## config.mk

```make
export PLATFORM = sky130hd
export DESIGN_NAME = branch_resolve_ctrl
export DESIGN_NICKNAME = d
export VERILOG_FILES = /design/src/rtl/bru_pkg.sv /design/src/rtl/branch_target_calc.sv /design/src/rtl/branch_resolve_ctrl.sv
export SDC_FILE = /design/constraint.sdc
export NUM_CORES = 1
export LEC_CHECK = 0
export ABC_CLOCK_PERIOD_IN_PS = 7300
export CORE_MARGIN = 5
export CORE_UTILIZATION = 52
export CTS_BUF_LIST = sky130_fd_sc_hd__clkbuf_4 sky130_fd_sc_hd__clkbuf_8
export DETAILED_ROUTE_END_ITERATION = 16
export GPL_TIMING_DRIVEN = 0
export PLACE_DENSITY = 0.93
export RECOVER_POWER = 25
export SLEW_MARGIN = 20
export SYNTH_ARGS = -nofsm -noshare
export SYNTH_HDL_FRONTEND = slang
export SYNTH_SLANG_ARGS = --single-unit
export TNS_END_PERCENT = 100
```

## constraint.sdc

```tcl
create_clock -name i_clk -period 7.3 [get_ports i_clk]
set_input_delay 0.73 -clock i_clk [delete_from_list [all_inputs] [get_ports i_clk]]
set_output_delay 0.73 -clock i_clk [all_outputs]
set_load 0.02 [all_outputs]
```

## src/rtl/bru_pkg.sv

```systemverilog
// Shared types and constants for the EX-stage branch resolution controller.
// Latency: n/a (declarations only).
// Backpressure: n/a.
package bru_pkg;

    typedef enum logic [1:0] {
        IDLE     = 2'd0,
        REDIRECT = 2'd1,
        FLUSH    = 2'd2
    } state_e;

    // RV32I branch funct3 encodings; 010 and 011 are reserved.
    localparam logic [2:0] F3_BEQ  = 3'b000;
    localparam logic [2:0] F3_BNE  = 3'b001;
    localparam logic [2:0] F3_BLT  = 3'b100;
    localparam logic [2:0] F3_BGE  = 3'b101;
    localparam logic [2:0] F3_BLTU = 3'b110;
    localparam logic [2:0] F3_BGEU = 3'b111;

    localparam logic [31:0] PC_STEP = 32'd4;

endpackage

```

## src/rtl/branch_target_calc.sv

```systemverilog
// Combinational taken/target/fall-through/misalign/illegal decode for one EX control transfer.
// Latency: 0 cycles (pure combinational).
// Backpressure: none; outputs follow inputs, the caller decides when they are sampled.
// Ports: instruction class + funct3, pc/imm/rs1 operands, comparator flags in;
//        o_taken, o_target, o_fall_through, o_misalign (taken & target not word aligned),
//        o_illegal (reserved branch funct3) out.
module branch_target_calc
    import bru_pkg::*;
(
    input  logic        i_is_branch,
    input  logic        i_is_jal,
    input  logic        i_is_jalr,
    input  logic [2:0]  i_funct3,
    input  logic [31:0] i_pc,
    input  logic [31:0] i_imm,
    input  logic [31:0] i_rs1,
    input  logic        i_br_equal,
    input  logic        i_br_less,
    output logic        o_taken,
    output logic [31:0] o_target,
    output logic [31:0] o_fall_through,
    output logic        o_misalign,
    output logic        o_illegal
);

    logic        cond;
    logic        bad_f3;
    logic [31:0] jalr_sum;

    // Signed vs unsigned is already folded into i_br_less by the comparator
    // (driven from funct3[1]), so BLT/BLTU and BGE/BGEU share a condition.
    always_comb begin
        cond   = 1'b0;
        bad_f3 = 1'b0;
        case (i_funct3)
            F3_BEQ:           cond = i_br_equal;
            F3_BNE:           cond = ~i_br_equal;
            F3_BLT, F3_BLTU:  cond = i_br_less;
            F3_BGE, F3_BGEU:  cond = ~i_br_less;
            default:          bad_f3 = 1'b1;
        endcase
    end

    assign jalr_sum       = i_rs1 + i_imm;
    assign o_illegal      = i_is_branch & bad_f3;
    assign o_taken        = i_is_jal | i_is_jalr | (i_is_branch & cond);
    assign o_target       = i_is_jalr ? {jalr_sum[31:1], 1'b0} : (i_pc + i_imm);
    assign o_fall_through = i_pc + PC_STEP;
    assign o_misalign     = o_taken & (o_target[1:0] != 2'b00);

endmodule

```

## src/rtl/branch_resolve_ctrl.sv

```systemverilog
// EX-stage branch/jump resolution: checks the IF prediction and sequences redirect + front-end flush.
// Latency: mispredict resolved in cycle N -> redirect/flush in N+1; next resolve in N+2+FLUSH_CYCLES.
// Backpressure: i_stall blocks resolution in IDLE and freezes the flush countdown; REDIRECT ignores it.
// Ports: i_clk/i_rst (sync, active high); EX instruction fields, prediction and comparator flags in;
//        o_br_un (comb), o_redirect/o_redirect_pc, o_flush_if/o_flush_id, o_misalign, o_illegal, o_busy out.
// Build option BRU_PERF_CNT_EN adds saturating o_br_cnt / o_mispred_cnt of width CNT_W.
module branch_resolve_ctrl
    import bru_pkg::*;
#(
    parameter int FLUSH_CYCLES = 1
`ifdef BRU_PERF_CNT_EN
    ,
    parameter int CNT_W = 32
`endif
) (
    input  logic        i_clk,
    input  logic        i_rst,
    input  logic        i_valid,
    input  logic        i_is_branch,
    input  logic        i_is_jal,
    input  logic        i_is_jalr,
    input  logic [2:0]  i_funct3,
    input  logic [31:0] i_pc,
    input  logic [31:0] i_imm,
    input  logic [31:0] i_rs1,
    input  logic        i_pred_taken,
    input  logic [31:0] i_pred_target,
    input  logic        i_br_equal,
    input  logic        i_br_less,
    input  logic        i_stall,
    output logic        o_br_un,
    output logic        o_redirect,
    output logic [31:0] o_redirect_pc,
    output logic        o_flush_if,
    output logic        o_flush_id,
    output logic        o_misalign,
    output logic        o_illegal,
    output logic        o_busy
`ifdef BRU_PERF_CNT_EN
    ,
    output logic [CNT_W-1:0] o_br_cnt,
    output logic [CNT_W-1:0] o_mispred_cnt
`endif
);

    localparam logic [2:0] FLUSH_LOAD = 3'(FLUSH_CYCLES);

    state_e      state_q, state_d;
    logic [2:0]  cnt_q, cnt_d;
    logic [31:0] redirect_pc_q, redirect_pc_d;
    logic        redirect_q, redirect_d;
    logic        flush_q, flush_d;
    logic        misalign_q, misalign_d;
    logic        illegal_q, illegal_d;

    logic        taken;
    logic [31:0] target;
    logic [31:0] fall_through;
    logic        tgt_misalign;
    logic        f3_illegal;
    logic        resolve;
    logic        mispredict;
    logic [31:0] correct_pc;

    // Comparator select is needed in the same cycle the operands arrive.
    assign o_br_un = i_funct3[1];

    branch_target_calc u_calc (
        .i_is_branch    (i_is_branch),
        .i_is_jal       (i_is_jal),
        .i_is_jalr      (i_is_jalr),
        .i_funct3       (i_funct3),
        .i_pc           (i_pc),
        .i_imm          (i_imm),
        .i_rs1          (i_rs1),
        .i_br_equal     (i_br_equal),
        .i_br_less      (i_br_less),
        .o_taken        (taken),
        .o_target       (target),
        .o_fall_through (fall_through),
        .o_misalign     (tgt_misalign),
        .o_illegal      (f3_illegal)
    );

    // Anything arriving while REDIRECT/FLUSH is wrong-path and never resolves.
    assign resolve    = i_valid & ~i_stall & (state_q == IDLE);
    assign mispredict = (taken != i_pred_taken) | (taken & (target != i_pred_target));
    assign correct_pc = taken ? target : fall_through;

    always_comb begin
        state_d       = state_q;
        cnt_d         = cnt_q;
        redirect_pc_d = redirect_pc_q;
        misalign_d    = 1'b0;
        illegal_d     = 1'b0;
        case (state_q)
            IDLE: begin
                if (resolve) begin
                    // Priority: illegal, then misaligned trap, then mispredict.
                    if (f3_illegal) begin
                        illegal_d = 1'b1;
                    end else if (tgt_misalign) begin
                        misalign_d = 1'b1;
                    end else if (mispredict) begin
                        state_d       = REDIRECT;
                        redirect_pc_d = correct_pc;
                    end
                end
            end
            REDIRECT: begin
                cnt_d   = FLUSH_LOAD;
                state_d = (FLUSH_CYCLES > 0) ? FLUSH : IDLE;
            end
            FLUSH: begin
                if (!i_stall) begin
                    if (cnt_q == 3'd1) begin
                        state_d = IDLE;
                    end else begin
                        cnt_d = cnt_q - 3'd1;
                    end
                end
            end
            default: state_d = IDLE;
        endcase
        // Output flags are registered off the next state so they line up with it.
        redirect_d = (state_d == REDIRECT);
        flush_d    = (state_d != IDLE);
    end

    always_ff @(posedge i_clk) begin
        if (i_rst) begin
            state_q       <= IDLE;
            cnt_q         <= 3'd0;
            redirect_pc_q <= 32'h0;
            redirect_q    <= 1'b0;
            flush_q       <= 1'b0;
            misalign_q    <= 1'b0;
            illegal_q     <= 1'b0;
        end else begin
            state_q       <= state_d;
            cnt_q         <= cnt_d;
            redirect_pc_q <= redirect_pc_d;
            redirect_q    <= redirect_d;
            flush_q       <= flush_d;
            misalign_q    <= misalign_d;
            illegal_q     <= illegal_d;
        end
    end

    assign o_redirect    = redirect_q;
    assign o_redirect_pc = redirect_pc_q;
    assign o_flush_if    = flush_q;
    assign o_flush_id    = flush_q;
    assign o_misalign    = misalign_q;
    assign o_illegal     = illegal_q;
    assign o_busy        = flush_q;

`ifdef BRU_PERF_CNT_EN
    logic [CNT_W-1:0] br_cnt_q;
    logic [CNT_W-1:0] mispred_cnt_q;
    logic             br_inc;
    logic             mispred_inc;

    assign br_inc      = resolve & ~f3_illegal;
    assign mispred_inc = (state_q == IDLE) & (state_d == REDIRECT);

    always_ff @(posedge i_clk) begin
        if (i_rst) begin
            br_cnt_q      <= '0;
            mispred_cnt_q <= '0;
        end else begin
            if (br_inc && (br_cnt_q != '1)) begin
                br_cnt_q <= br_cnt_q + CNT_W'(1);
            end
            if (mispred_inc && (mispred_cnt_q != '1)) begin
                mispred_cnt_q <= mispred_cnt_q + CNT_W'(1);
            end
        end
    end

    assign o_br_cnt      = br_cnt_q;
    assign o_mispred_cnt = mispred_cnt_q;
`endif

endmodule

```

# Yosys cells after proc, flatten, opt, wreduce, memory -nomap -nowiden
# Cells that the tools add are included.
# Widths: inputs -> output; s select.
[totals] ff_bits=41 inputBits=141 output_inout_bits=39 elab_cells=68
[op_classes] add_sub_neg=4 n_eq_ne=13 mux=16 n_bitwise=16 n_reduce_logical=12
[ops] op="$add 32x32->32" count=2
[ops] op="$mux 32" count=2
[ops] op="$add 32x3->32 const B" count=1
[ops] op="$ne 32x32->1" count=1
[ops] op="$eq 3x3->1 const B" count=4
[ops] op="$mux 2" count=6
[ops] op="$not 1->1" count=7
[ops] op="$and 1x1->1" count=6
[ops] op="$eq 3x1->1 const B" count=2
[ops] op="$mux 3" count=2
[ops] op="$pmux 2 s3" count=1
[ops] op="$pmux 3 s2" count=1
[ops] op="$reduce_bool 2->1" count=3
[ops] op="$reduce_or 6->1" count=1
[ops] op="$reduce_and 5->1" count=1
[ops] op="$eq 2x1->1 const B" count=2
[ops] op="$ne 2x2->1 const B" count=2
[ops] op="$pmux 1 s4" count=1
[ops] op="$reduce_or 2->1" count=2
[ops] op="$reduce_or 4->1" count=1
[ops] op="$logic_not 3->1" count=1
[ops] op="$mux 1" count=3
[ops] op="$or 1x1->1" count=3
[ops] op="$reduce_and 3->1" count=1
[ops] op="other kinds (5)" count=5

# Depth between registers and ports, before layout
[depth] word_depth=13 mapped_depth=15 mapped_depth_nobuf=14

# Cells and area by module
# From an unflattened synthesis, not the netlist that was laid out.
[unflattened] hier_cells=882 area_unflattened_um2=6725.2
[by_module_without_submodules] module="branch_target_calc" instances=1 cells_each=613 area_per_inst_um2=4175.3 seq_area_each_um2=0.0
[by_module_without_submodules] module="branch_resolve_ctrl" instances=1 cells_each=269 area_per_inst_um2=2549.9 seq_area_each_um2=820.8

# Least setup slack after synthesis
# No wires, ideal clock.
[synth_timing] path_type="input port to flip-flop" start="in i_imm[1]" end="reg redirect_pc_q[10], in the netlist o_redirect_pc[10]" setup_time_ns=0.121 t_arrival_ns=4.425 path_slack_ns=2.754 path_stages=14 path_buffers=1 path_cell_list="inv_1 fa_1 nand2b_1 a211oi_2 o21a_1 nor3_1 or3_1 a2111oi_0 o2111ai_1 or4_1 or4_4 o21ai_4 buf_8 mux2_4"
[synth_between] elab_chain_cells=6
[synth_lines] element="start: declaration" line_no="branch_resolve_ctrl.sv:24" source="input logic [31:0] i_imm,"
[synth_lines] element="$add 32x32->32, on equally long branches" line_no="branch_target_calc.sv:47, branch_target_calc.sv:44"
[synth_lines] element="$mux 32 *" line_no="branch_target_calc.sv:47" source="assign o_target = i_is_jalr ? {jalr_sum[31:1], 1'b0} : (i_pc + i_imm);"
[synth_lines] element="$ne 32x32->1 or $reduce_bool 2->1 (tied branches)" line_no="branch_resolve_ctrl.sv:87, branch_target_calc.sv:49"
[synth_lines] element="$and 1x1->1, on equally long branches" line_no="branch_resolve_ctrl.sv:87, branch_target_calc.sv:49"
[synth_lines] element="$or 1x1->1 or $not 1->1 (tied branches)"
[synth_lines] element="$reduce_and 5->1 (no line)"
[synth_lines] element="end signal: assignment" line_no="branch_resolve_ctrl.sv:142" source="redirect_pc_q <= redirect_pc_d;"
[synth_lines] element="end: declaration" line_no="branch_resolve_ctrl.sv:50" source="logic [31:0] redirect_pc_q, redirect_pc_d;"
# Every way passes the cells marked *; elsewhere a longest branch is shown, timed or not.
# A chain may end at the register's enable or synchronous reset.

# Worst setup path in the final report
[layout_timing] start="in i_is_jalr" end="reg redirect_pc_q[5], in the netlist o_redirect_pc[5]"
[layout_between] elab_chain_cells=5
[layout_lines] element="start: declaration" line_no="branch_resolve_ctrl.sv:21" source="input logic i_is_jalr,"
[layout_lines] element="$mux 32 or $or 1x1->1 (tied branches)" line_no="branch_target_calc.sv:47, branch_target_calc.sv:46"
[layout_lines] element="$ne 32x32->1 (tied with other cells)" line_no="branch_resolve_ctrl.sv:87" source="assign mispredict = (taken != i_pred_taken) | (taken & (target != i_pred_target));"
[layout_lines] element="$and 1x1->1 (tied with other cells)" line_no="branch_resolve_ctrl.sv:87"
[layout_lines] element="$or 1x1->1 or $not 1->1 (tied branches)"
[layout_lines] element="$reduce_and 5->1 (no line)"
# Parallel ways exist; a longest one is shown, timed or not.

==> run metrics <==
normalized max-slew margin 42.69%; ys flop type dfxtp_1; CTS Sinks 41; CTS root buf clkbuf_8; Post-Syn Area 7896 um2; DR DRC count 0; asr flop ratio synth 0%; RSZ-0062 raised after global routing no; Post-DP HPWL 26.26 mm; Inserted Clock Buffers 5; I/O Buffers 178; crit path buf inv count 7; initial detailed-routing violation count 802; top cell type's share of synthesized area 10.39%; Avg Cell Area, Syn 7.264 um2; Post-synth EDFFs 0; Least-Margin Pin Slew 0.8380 ns; clock-pin slew on the worst setup and hold paths 0.08 ns; WL/cell 21.14 um; Die ar. 17750 um2; fin nets 1479; count leader, synth nand2_1; crit path max fanout 10; CP required 7.50 ns; Pwr per Cell Area 120.9 nW/um2; initial antenna violation count 0; largest net degree at the start of global routing 15; synth-to-layout area growth 26.68%; Tmin final 5.808 ns; setup bufs post-CTS 0; Max-Cap Viols 0; P_leak 4.027 nW; Top Family by Delay on Critical Path buffers and inverters; Synth area leader dfxtp_1; vias after detailed routing 9377; final setup margin 1.492 ns; Routed Wire Length 30.89 mm; YS warnings 0; CTS tree built; Post-Synthesis Cells 1087; CTS Buffer Depth 2; die height 133.2 um; drt via density 6.418; crit path from i_is_jalr; HP Class reg2reg; hold buffers post-CTS 0; Hold Vio Cnt, Final 0; CP cell instances clkdlybuf4s50_1, buf_2, buf_1, clkbuf_1, clkbuf_1, buf_1, mux2i_1, xor2_1, nand4_1, or4_4, o21ai_4, buf_8, mux2_4; Pins Over Slew Limit 0; core footprint 15030 um2; worst skew pair latency 0.32 ns; Fin Setup TNS 0 ns; n_diodes 0; first-pass GRT wire length 47.29 mm; DR pass1 iterations 6; Commonest cells post-synth nand2_1 (132), nor2_1 (82), a21oi_1 (71); CP peak stage delay 0.63 ns; layout cells sized above 1 4.713%; Netlist cell types 86; DRT antenna net count 0; H-Tree Level Count 2; worst reg2reg path startpoint state_q[0]$_SDFF_PP0_; Yosys reg bits 41; die width 133.2 um; Overflow after GRT 0; Std-Cell Rows 45; critical path type in2reg; final setup violation count 0; Ports 180; pre-CTS worst setup slack 1.285 ns; sequential area share after synthesis 10.39%; Area contributors post-synth dfxtp_1 (10%), ha_1 (10%), xnor2_1 (7.1%), nand2_1 (6.3%), a21oi_1 (4.5%); GR Util All Layers 33.20%; Worst setup EP type flip-flop; syn nets 1294; Crit-path slowest cell clkbuf_1; initial core utilization 52.53%; Worst setup SP type input port; worst path arrival time 6.01 ns; status finished, final reports clean; GPL Wtd Cong 1.010; highest clock rate 0.1722 GHz; period utilisation layout 79.56%; post-cts repair resize count 0; Peak VDD IR 0.00009329 V; number of global-route vias before repair 8769; Fin Clk Skew 0.009660 ns; min-delay src o_redirect_pc[30]$_SDFFE_PP0P_
==> worst paths after layout <==
kind / endpoint / slack [ns] / depth (start not counted)
min: o_redirect_pc[30]$_SDFFE_PP0P_ / 0.47 / 2
max: o_redirect_pc[5]$_SDFFE_PP0P_ / 1.49 / 13
max reg2reg: o_redirect_pc[5]$_SDFFE_PP0P_ / 5.30 / 6
min reg2reg: o_redirect_pc[30]$_SDFFE_PP0P_ / 0.47 / 2
==> area by class of cell <==
cell class | instances | area [um2]
plain buffers | 59 | 277.8
fillers | 1328 | 5030
multi-input cells | 962 | 6704
repair buffers | 178 | 1782
well taps | 188 | 235.2
inverters | 25 | 93.84
clock buffers | 5 | 68.82
clock inverters | 3 | 21.27
flip-flops and latches | 41 | 820.8
==> layer usage <==
layer	vias to the layer above	part of all wire (%)	global-route usage, %
li1	4412	-	-
met3	62	10	5.249
met4	0	2.2	9.314
met5	-	0	0
met1	4386	41	44.29
met2	517	46	55.62
==> logic make-up (layout without fill, tap and decap cells) <==
kind of cell | count (synthesis) | count (layout) | share of synthesized area, %
adder cells (fa/ha/maj) | 66 | 66 | 10.65
AO/OA/AOI/OAI | 311 | 311 | 27.14
flip-flops | 41 | 41 | 10.39
multiplexers | 52 | 52 | 7.305
AND/OR/NAND/NOR | 426 | 426 | 26.53
XOR/XNOR | 107 | 107 | 13.28
buffers and inverters | 84 | 270 | 4.706
==> sequential cells by signal, indices dropped and copies added, names as in the netlist <==
register and count:
o_redirect_pc 32, state_q 2, o_redirect 1, o_misalign 1, o_busy 1, cnt_q 3, o_illegal 1
==> cells in the final DEF (no fill, tap or decap), types with 12 or more instances in the layout <==
| master | n |
|---|---|
| dlygate4sd3_1 | 16 |
| o211ai_1 | 28 |
| mux2i_1 | 34 |
| nand2_1 | 132 |
| o21a_1 | 19 |
| nor3_1 | 40 |
| nand3_1 | 37 |
| clkdlybuf4s50_1 | 162 |
| and3_1 | 12 |
| nor2b_1 | 25 |
| nor2_1 | 82 |
| a21oi_1 | 71 |
| or3_1 | 15 |
| inv_1 | 23 |
| a211oi_1 | 20 |
| clkbuf_1 | 40 |
| ha_1 | 64 |
| xor2_1 | 35 |
| nand4_1 | 24 |
| dfxtp_1 | 41 |
| o21ai_0 | 61 |
| xnor2_1 | 64 |
==> through the flow <==
stage | instances | cell area, um2 | total power [mW] | util, % | hold WS (ns)
final | 1461 | 10000 | 1.209 | 66.54 | 0.4687
after global routing | 1461 | 10000 | 1.279 | 66.54 | 0.4913
after CTS | 1461 | 10000 | 1.189 | 66.54 | 0.4718
after detailed placement | 1453 | 9913 | 1.033 | 65.94 | 0.4541
after global placement | 1453 | 9913 | 1.022 | 65.94 | 0.4458
after floorplan | 1087 | 7896 | 0.7556 | - | 0.4729
==> worst min-delay path, delay by kind of cell (launching register included) <==
kind             cells  cell delay [ns]
muxes                1             0.06
and+or+nand+nor      1             0.05
DFF                  1             0.32
==> power by group <==
group	switching (mW)	internal [mW]
registers	0.00629	0.235
logic	0.466	0.345
clock network	0.0888	0.0679
total	0.561	0.648
No activity file was read; power rests on OpenSTA's default activity.
